### config.mk
export PLATFORM = sky130hd
export DESIGN_NAME = ale_topk
export DESIGN_NICKNAME = d
export VERILOG_FILES = /design/src/rtl/ale_topk.sv
export SDC_FILE = /design/constraint.sdc
export NUM_CORES = 2
export LEC_CHECK = 0
export CAP_MARGIN = 10
export CORE_MARGIN = 2
export CORE_UTILIZATION = 55
export DETAILED_ROUTE_END_ITERATION = 7
export PLACE_DENSITY = 0.86
export SLEW_MARGIN = 0
export SYNTH_ARGS = -nofsm -noshare
export SYNTH_HDL_FRONTEND = slang
export SYNTH_SLANG_ARGS = --single-unit
export TNS_END_PERCENT = 1
### constraint.sdc
create_clock -name clk -period 19 [get_ports clk]
set_clock_uncertainty 0.15 [all_clocks]
set_input_delay 3.8 -clock clk [delete_from_list [all_inputs] [get_ports clk]]
set_output_delay 3.8 -clock clk [all_outputs]
set_load 0.1 [all_outputs]
### src/rtl/ale_topk.sv
// ale_topk: atmospheric light estimator using top-K dark-channel candidates.
//
// Each accepted 3x3 RGB window is reduced to per-channel minima and a dark
// channel value. The TOPK windows with the largest dark channel are kept in a
// descending-sorted register list. At end of frame, the per-channel minima of
// those candidates are averaged into A_R/A_G/A_B. Sequential dividers then
// produce Q0.16 reciprocals. Results hold until the next frame completes.
//
// Optional feature macro: ALE_A_CLAMP_EN. When defined, each averaged channel
// is clamped to [A_LOW, 2^DATA_W-1] before division.
//
// Ports:
//   clk, rst             clock, asynchronous active-high reset
//   frame_start          pulse: clear list and counter, start a new frame
//   in_valid/in_ready    window handshake; in_ready is high only while accumulating
//   in_window            9 pixels x 3 channels; pixel p, channel c (0 B, 1 G, 2 R)
//                        at [(p*3+c)*DATA_W +: DATA_W]
//   A_R, A_G, A_B        atmospheric light per channel
//   Inv_A_R/G/B          min(floor(65536/A), 65535); 65535 when A = 0
//   done                 results of the last completed frame are valid
//   busy                 draining, averaging or dividing
module ale_topk #(
  parameter int unsigned DATA_W = 8,
  parameter int unsigned IMG_W  = 512,
  parameter int unsigned IMG_H  = 512,
  parameter int unsigned TOPK   = 4,
  parameter int unsigned A_LOW  = 100
) (
  input  logic                  clk,
  input  logic                  rst,
  input  logic                  frame_start,
  input  logic                  in_valid,
  output logic                  in_ready,
  input  logic [27*DATA_W-1:0]  in_window,
  output logic [DATA_W-1:0]     A_R,
  output logic [DATA_W-1:0]     A_G,
  output logic [DATA_W-1:0]     A_B,
  output logic [15:0]           Inv_A_R,
  output logic [15:0]           Inv_A_G,
  output logic [15:0]           Inv_A_B,
  output logic                  done,
  output logic                  busy
);

  localparam int unsigned NPIX      = IMG_W * IMG_H;
  localparam int unsigned CNT_W     = (NPIX > 1) ? $clog2(NPIX) : 1;
  localparam int unsigned LG        = $clog2(TOPK);
  localparam int unsigned SUM_W     = DATA_W + LG;
  localparam int unsigned SEQ_W     = 5;
  localparam int unsigned DRAIN_CYC = 2;
  localparam int unsigned DIV_STEPS = 17;

  typedef enum logic [2:0] {S_ACCUM, S_DRAIN, S_AVG, S_DIV, S_DONE} state_t;

  // Channel-indexed triple: [0] B, [1] G, [2] R.
  typedef logic [2:0][DATA_W-1:0] rgb_t;

  typedef struct packed {
    logic              vld;
    logic [DATA_W-1:0] dark;
    rgb_t              ch;
  } cand_t;

  state_t           state_q, state_d;
  logic [SEQ_W-1:0] seq_q, seq_d;
  logic [CNT_W-1:0] cnt_q, cnt_base;
  logic             accept, restart, last_hit;

  logic             s1_vld;
  rgb_t             s1_min, win_min;
  cand_t            s2_q;
  logic [DATA_W-1:0] dark_c;

  cand_t            list_q   [TOPK];
  cand_t            list_d   [TOPK];
  cand_t            shifted  [TOPK];
  logic [TOPK:0]    gtx;

  logic [2:0][SUM_W-1:0]  sum;
  rgb_t                   a_next, a_q;
  logic [2:0][DATA_W:0]   rem_q, rem_d, rem_sh;
  logic [2:0][16:0]       quo_q, quo_d;
  logic [2:0][15:0]       inv_c;
  logic                   step_bit;

  // Next-state, handshake and pixel-count control.
  always_comb begin
    state_d = state_q;
    accept  = 1'b0;
    restart = 1'b0;
    case (state_q)
      S_ACCUM: begin
        restart = frame_start;
        accept  = in_valid;
      end
      S_DRAIN: if (seq_q == SEQ_W'(DRAIN_CYC - 1)) state_d = S_AVG;
      S_AVG:   state_d = S_DIV;
      S_DIV:   if (seq_q == SEQ_W'(DIV_STEPS)) state_d = S_DONE;
      S_DONE: begin
        // A restart from DONE also takes a coincident window as window 0.
        if (frame_start) begin
          restart = 1'b1;
          accept  = in_valid;
          state_d = S_ACCUM;
        end
      end
      default: state_d = S_ACCUM;
    endcase
    cnt_base = restart ? '0 : cnt_q;
    last_hit = accept && (cnt_base == CNT_W'(NPIX - 1));
    if (last_hit) state_d = S_DRAIN;
    seq_d = (state_d != state_q) ? '0 : seq_q + SEQ_W'(1);
  end

  // State register.
  always_ff @(posedge clk or posedge rst) begin
    if (rst) begin
      state_q <= S_ACCUM;
      seq_q   <= '0;
      cnt_q   <= '0;
    end else begin
      state_q <= state_d;
      seq_q   <= seq_d;
      if (last_hit)    cnt_q <= '0;
      else if (accept) cnt_q <= cnt_base + CNT_W'(1);
      else             cnt_q <= cnt_base;
    end
  end

  // Per-channel minimum over the nine pixels.
  always_comb begin
    for (int c = 0; c < 3; c++) begin
      win_min[c] = in_window[c*DATA_W +: DATA_W];
      for (int p = 1; p < 9; p++) begin
        if (in_window[(p*3+c)*DATA_W +: DATA_W] < win_min[c])
          win_min[c] = in_window[(p*3+c)*DATA_W +: DATA_W];
      end
    end
  end

  // Dark channel of the stage-1 minima.
  always_comb begin
    dark_c = s1_min[0];
    if (s1_min[1] < dark_c) dark_c = s1_min[1];
    if (s1_min[2] < dark_c) dark_c = s1_min[2];
  end

  // Sorted insertion: gtx[i+1] marks entries the candidate outranks. The list
  // is sorted with invalid entries last, so gtx is a run of 0s then 1s; the
  // first 1 takes the candidate and the rest shift down one slot.
  always_comb begin
    gtx[0] = 1'b0;
    for (int i = 0; i < TOPK; i++)
      gtx[i+1] = !list_q[i].vld || (s2_q.dark > list_q[i].dark);
    shifted[0] = s2_q;
    for (int i = 1; i < TOPK; i++)
      shifted[i] = list_q[i-1];
    for (int i = 0; i < TOPK; i++) begin
      list_d[i] = list_q[i];
      if (s2_q.vld && gtx[i+1])
        list_d[i] = gtx[i] ? shifted[i] : s2_q;
    end
  end

  // Pipeline stages and candidate list.
  always_ff @(posedge clk or posedge rst) begin
    if (rst) begin
      s1_vld <= 1'b0;
      s1_min <= '0;
      s2_q   <= '0;
      list_q <= '{default: '0};
    end else begin
      s1_vld <= accept;
      s1_min <= win_min;
      if (restart) begin
        s2_q   <= '0;
        list_q <= '{default: '0};
      end else begin
        s2_q.vld  <= s1_vld;
        s2_q.dark <= dark_c;
        s2_q.ch   <= s1_min;
        list_q    <= list_d;
      end
    end
  end

  // Per-channel average of the candidates, optionally clamped.
  always_comb begin
    for (int c = 0; c < 3; c++) begin
      sum[c] = '0;
      for (int i = 0; i < TOPK; i++)
        sum[c] = sum[c] + SUM_W'(list_q[i].ch[c]);
      a_next[c] = DATA_W'(sum[c] >> LG);
`ifdef ALE_A_CLAMP_EN
      if (a_next[c] < DATA_W'(A_LOW)) a_next[c] = DATA_W'(A_LOW);
`endif
    end
  end

`ifndef ALE_A_CLAMP_EN
  logic [31:0] unused_a_low;
  assign unused_a_low = 32'(A_LOW);
`endif

  // One restoring-division step per channel; the dividend 2^16 contributes a
  // single 1 bit on the first step and zeros afterwards.
  always_comb begin
    step_bit = (seq_q == '0);
    for (int c = 0; c < 3; c++) begin
      rem_sh[c] = {rem_q[c][DATA_W-1:0], step_bit};
      rem_d[c]  = rem_sh[c];
      quo_d[c]  = {quo_q[c][15:0], 1'b0};
      if (rem_sh[c] >= {1'b0, a_q[c]}) begin
        rem_d[c] = rem_sh[c] - {1'b0, a_q[c]};
        quo_d[c] = {quo_q[c][15:0], 1'b1};
      end
      inv_c[c] = ((a_q[c] == '0) || quo_q[c][16]) ? 16'hFFFF : quo_q[c][15:0];
    end
  end

  // Averaging and divider registers.
  always_ff @(posedge clk or posedge rst) begin
    if (rst) begin
      a_q   <= '0;
      rem_q <= '0;
      quo_q <= '0;
    end else if (state_q == S_AVG) begin
      a_q   <= a_next;
      rem_q <= '0;
      quo_q <= '0;
    end else if ((state_q == S_DIV) && (seq_q < SEQ_W'(DIV_STEPS))) begin
      rem_q <= rem_d;
      quo_q <= quo_d;
    end
  end

  // Registered outputs; results move out only on entry to DONE.
  always_ff @(posedge clk or posedge rst) begin
    if (rst) begin
      in_ready <= 1'b1;
      busy     <= 1'b0;
      done     <= 1'b0;
      A_R      <= '0;
      A_G      <= '0;
      A_B      <= '0;
      Inv_A_R  <= '0;
      Inv_A_G  <= '0;
      Inv_A_B  <= '0;
    end else begin
      in_ready <= (state_d == S_ACCUM);
      busy     <= (state_d == S_DRAIN) || (state_d == S_AVG) || (state_d == S_DIV);
      done     <= (state_d == S_DONE);
      if ((state_q == S_DIV) && (state_d == S_DONE)) begin
        A_B     <= a_q[0];
        A_G     <= a_q[1];
        A_R     <= a_q[2];
        Inv_A_B <= inv_c[0];
        Inv_A_G <= inv_c[1];
        Inv_A_R <= inv_c[2];
      end
    end
  end

endmodule

==> results <==
- The total nets after synthesis is 3343.
- For this run, the top clock speed supported by timing is 55.94 MHz.
- The fraction of final layout cells sized beyond drive strength 1 is 0.06519.
- The max-slew violation total from the final report is 0.
- The clock drives 390 sinks.
- The power share of the combinational group is 0.433.
- The clock passes through at most 3 buffers.
- The data arrival time at the worst-slack endpoint is 18.14 ns.
- After floorplanning, the core was sized to cover 0.04785 mm2.
- The transition time at the pin with the least slew margin is 1.134 ns.
- The count of flip-flops with a built-in enable after synthesis is 0.
- With fillers left out, the area of the finished cells amounts to 0.03162 mm2.
- The quantity of I/O buffers inserted on ports is 294.
- The via count of the first global-routing pass is 22932.
- The run finished with clean final reports.
- The highest fanout seen on the critical path is 14.
- For the worst-skew pair, the clock arrives at the later sink with an insertion delay of 0.54 ns.
- The post-synthesis cell type count is 99.
- Clock tree synthesis inserted a total of 41 buffers.
- The power density normalized to cell area is 99.59 mW/mm2.
- The part of the total power dissipated in sequential elements is 0.309.
- The aggregate routed wire length is 69090 um.
- The worst setup path is captured at a register.
- The classification of the worst-slack hold path is register to register.
- In this run the critical register-to-register path is captured at s2_q[27]$_DFF_PP0_.
- For this run, the leading register cell type out of synthesis is sky130_fd_sc_hd__dfrtp_1.
- The cell family contributing the most delay on the critical path is compound AO/OA/AOI/OAI gates.
- After synthesis, the cell types taking the most area are sky130_fd_sc_hd__dfrtp_1 (36%), sky130_fd_sc_hd__ha_1 (11%), sky130_fd_sc_hd__mux2i_1 (6.9%), sky130_fd_sc_hd__nand2_1 (4.0%), sky130_fd_sc_hd__fa_1 (3.8%).
- The final route contains 22431 vias.
- Data on the critical path is required at its endpoint by 19.27 ns.
- The count of nets left with antenna violations after detail routing is 0.
- Synthesis inferred 390 register bits.
- The commonest cells after synthesis are sky130_fd_sc_hd__dfrtp_1 (389), sky130_fd_sc_hd__nand2_1 (283), sky130_fd_sc_hd__inv_1 (243), sky130_fd_sc_hd__ha_1 (230), sky130_fd_sc_hd__nor2_1 (206).
- Measured along the y axis, the die boundary spans 224.2 um.
- By instance count, the leading cell after synthesis is sky130_fd_sc_hd__dfrtp_1.
- The part of the power in the clock network is 0.258.
- In this run the register-to-register setup slack is 13.65 ns.
- TritonCTS built the clock tree.
- The mean instance size in the synthesized netlist is 9.387 um2.
- The share of flip-flops with an asynchronous set or reset after synthesis is 1.000.
- The first-pass GRT wire length is 112200 um.
- Of the post-synthesis cell area, the dominant cell type holds 0.3649.
- The startpoint identified for the worst register-to-register timing path is s1_min[1]$_DFF_PP0_.
- The count of standard-cell rows is 80.
- Counting buffers and inverters, the worst setup path is 70 cells deep.
- The critical path's largest stage delay is 0.55 ns.
- At the end of routability-driven placement, the weighted congestion stood at 0.9216.
- The number of cells on the worst reg-to-reg path is 21.
- Subtracting the final worst setup slack from the clock period gives 17.88 ns.
- The worst hold path depth is 2.
- The share of the Yosys chip area taken by registers is 0.3659.
- Before antenna repair, the detailed router went through 5 iterations.
- Dividing the detail-routed via count by the number of cells gives 6.004.
- In this run the most critical hold path is launched from quo_q[44]$_DFFE_PP0P_.
- The number of max-capacitance violations reported is 0.
- In this run, the number of DRC markers left after iteration 0 of detailed routing was 1662.
- The overall power consumption is 3.149 mW.
- The internal power of the cells totals 1.974 mW.
- VDD sags by at most 0.07518 mV.
- Setup slack on the critical path of the routed design comes to 1.125 ns.
- The initial utilization of the core area, before any placement, comes to 0.5576.
- The leakage power summed over all cells is 15.35 nW.
- The pin count of the biggest net entering global routing is 196.
- The cell accounting for the most synthesized area is sky130_fd_sc_hd__dfrtp_1.
- The setup slack at placement is 0.1626 ns.
- Dividing the detail-routed wire length by the instance count gives 18.49 um.
- The category of the most critical setup path is input port to register.
- The die width is 224.2 um.
- The cell count after synthesis is 2842.
- The worst setup path is launched from an input port.
- The placed wire-length estimate is 50370 um.
- During I/O placement, the number of pins put on the boundary was 295.
- Setup violations remaining at the end of the flow were counted as 0.
- The die covers 0.05028 mm2.
- The cell with the largest stage delay on the worst path is sky130_fd_sc_hd__or3_1.
- Clock tree synthesis selected as its root buffer the cell sky130_fd_sc_hd__clkbuf_16.
- Of the total power, the share spent switching nets is 0.3732.
- After detailed placement, the total cell area comes to 0.03015 mm2.
- The analysis attributes to net switching a power of 1.175 mW.
- The aggregate global-route resource usage is 0.2702.
- Setup repair after global routing could not meet its margin everywhere.
- The cell area after technology mapping is 0.02668 mm2.
- The overall overflow remaining after global route is 0.
- After the last flow step, the layout net total stands at 3583.
- In the routed design, unresolved DRC markers number 0.
- The H-tree level count is 2.
- The destination of the worst hold path is quo_q[45]$_DFFE_PP0P_.
- Counting both buffers and inverters, the worst setup path holds a total of 9.
- By instance count, the cell type seen most on the critical path is sky130_fd_sc_hd__a21oi_1.
- The synthesis-to-finish area growth is 18.54%.
- The tightest slew margin relative to the limit is 0.2426.
- The final hold violation count came to 0.
- The number of filler instances in the final layout is 3601.
- Of the available clock period, the critical path in the final layout requires 0.9408.
- The clock transition at the registers of the reported paths is 0.06 ns.
- The initial antenna violation count is 8.
- Yosys printed 0 warnings.
-- metrics by stage --
| stage | hold slack, ns | TNS [ns] | utilization | std cells |
|---|---|---|---|---|
| finish | 0.3489 | 0 | 0.6609 | 3736 |
| global route | 0.3499 | -0.2337 | 0.6609 | 3735 |
| CTS | 0.3496 | 0 | 0.6591 | 3726 |
| floorplan | 0.2777 | 0 | - | 2842 |
| global placement | 0.3256 | 0 | 0.6301 | 3651 |
| detailed placement | 0.3310 | 0 | 0.6301 | 3651 |
-- worst reg2reg max path, delay by kind of cell (launching register included) --
kind            cells  cell delay, ns
simple gates        2            0.41
buf+inv             1            0.16
fa+ha+maj           2            0.54
compound gates     16            3.60
flops               1            0.36
-- cell type report --
type | instances | area (um2) | share of cell area
tap | 615 | 769.5 | 0.02433
inverter | 243 | 919.6 | 0.02908
timing repair buffer | 314 | 3105 | 0.09821
clock inverter | 21 | 242.7 | 0.007676
multi-input combinational | 2092 | 15660 | 0.4953
sequential | 390 | 9761 | 0.3087
antenna | 7 | 17.52 | 0.0005540
clock buffer | 54 | 1145 | 0.03620
-- cell usage in the layout (no fill, tap or decap), drive strengths merged, types with 33 or more instances in the layout --
cell and n:
nand2 284, clkbuf 54, nand2b 33, clkdlybuf4s50 294, fa 51, mux2 47
dfrtp 389, nor2 206, a211oi 60, ha 230, o22a 50, a22o 34
mux2i 190, inv 245, a21o 59, nand3 117, o21ai 198, a21oi 158
-- how the worst max path moves through the flow --
stage	startpoint	endpoint	slack (ns)
global route	in_window[1]	s1_min[2]$_DFF_PP0_	-0.05
finish	in_window[15]	s1_min[8]$_DFF_PP0_	1.12
CTS	in_window[1]	s1_min[4]$_DFF_PP0_	0.66
detailed placement	in_window[1]	s1_min[4]$_DFF_PP0_	0.16
floorplan	in_window[20]	s1_min[16]$_DFF_PP0_	2.06
global placement	in_window[1]	s1_min[5]$_DFF_PP0_	0.49
-- flip-flops by register name, summed over array words and instances, names as in the netlist, 16 cells and up --
signal,cells
rem_q,24
s2_q,33
Inv_A_B,16
Inv_A_G,16
Inv_A_R,16
a_q,24
list_q,132
cnt_q,18
s1_min,24
quo_q,51
-- kinds of logic (layout without fill, tap and decap cells) --
kind of cell               after synthesis  count (layout)  share of synthesized area
AOI/OAI and AO/OA                      699             699                     0.1768
xor gates and xnor gates                61              61                    0.02003
adders and majority gates              295             295                     0.1514
buffers and inverters                  360             632                    0.05155
DFF                                    390             390                     0.3659
muxes                                  237             237                    0.09437
other                                    0               7                          0
and+or+nand+nor                        800             800                     0.1400
-- what timing repair did --
| item | in CTS | in global routing |
|---|---|---|
| setup buffers | 0 | 3 |
| resized for setup | 0 | 12 |
| hold buffers | 0 | 0 |
| endpoints found under the setup margin | 0 | 24 |
-- power groups by stage --
| stage | clock network [mW] | logic [mW] | registers [mW] |
|---|---|---|---|
| after floorplan | 0 | 1.02 | 0.956 |
| after global placement | 0 | 1.24 | 0.982 |
| after detailed placement | 0 | 1.32 | 0.986 |
| after CTS | 0.823 | 1.34 | 0.971 |
| after global routing | 0.859 | 1.51 | 0.981 |
| final | 0.812 | 1.36 | 0.974 |
-- routing by layer --
layer	global-route usage	wire, um	share of wire
met1	0.3211	27690	0.40
met2	0.4831	34800	0.50
met3	0.05800	4497	0.065
met4	0.09613	2088	0.030
met5	0	13	0.00019
Note: power is estimated with default switching activity, not from simulation.
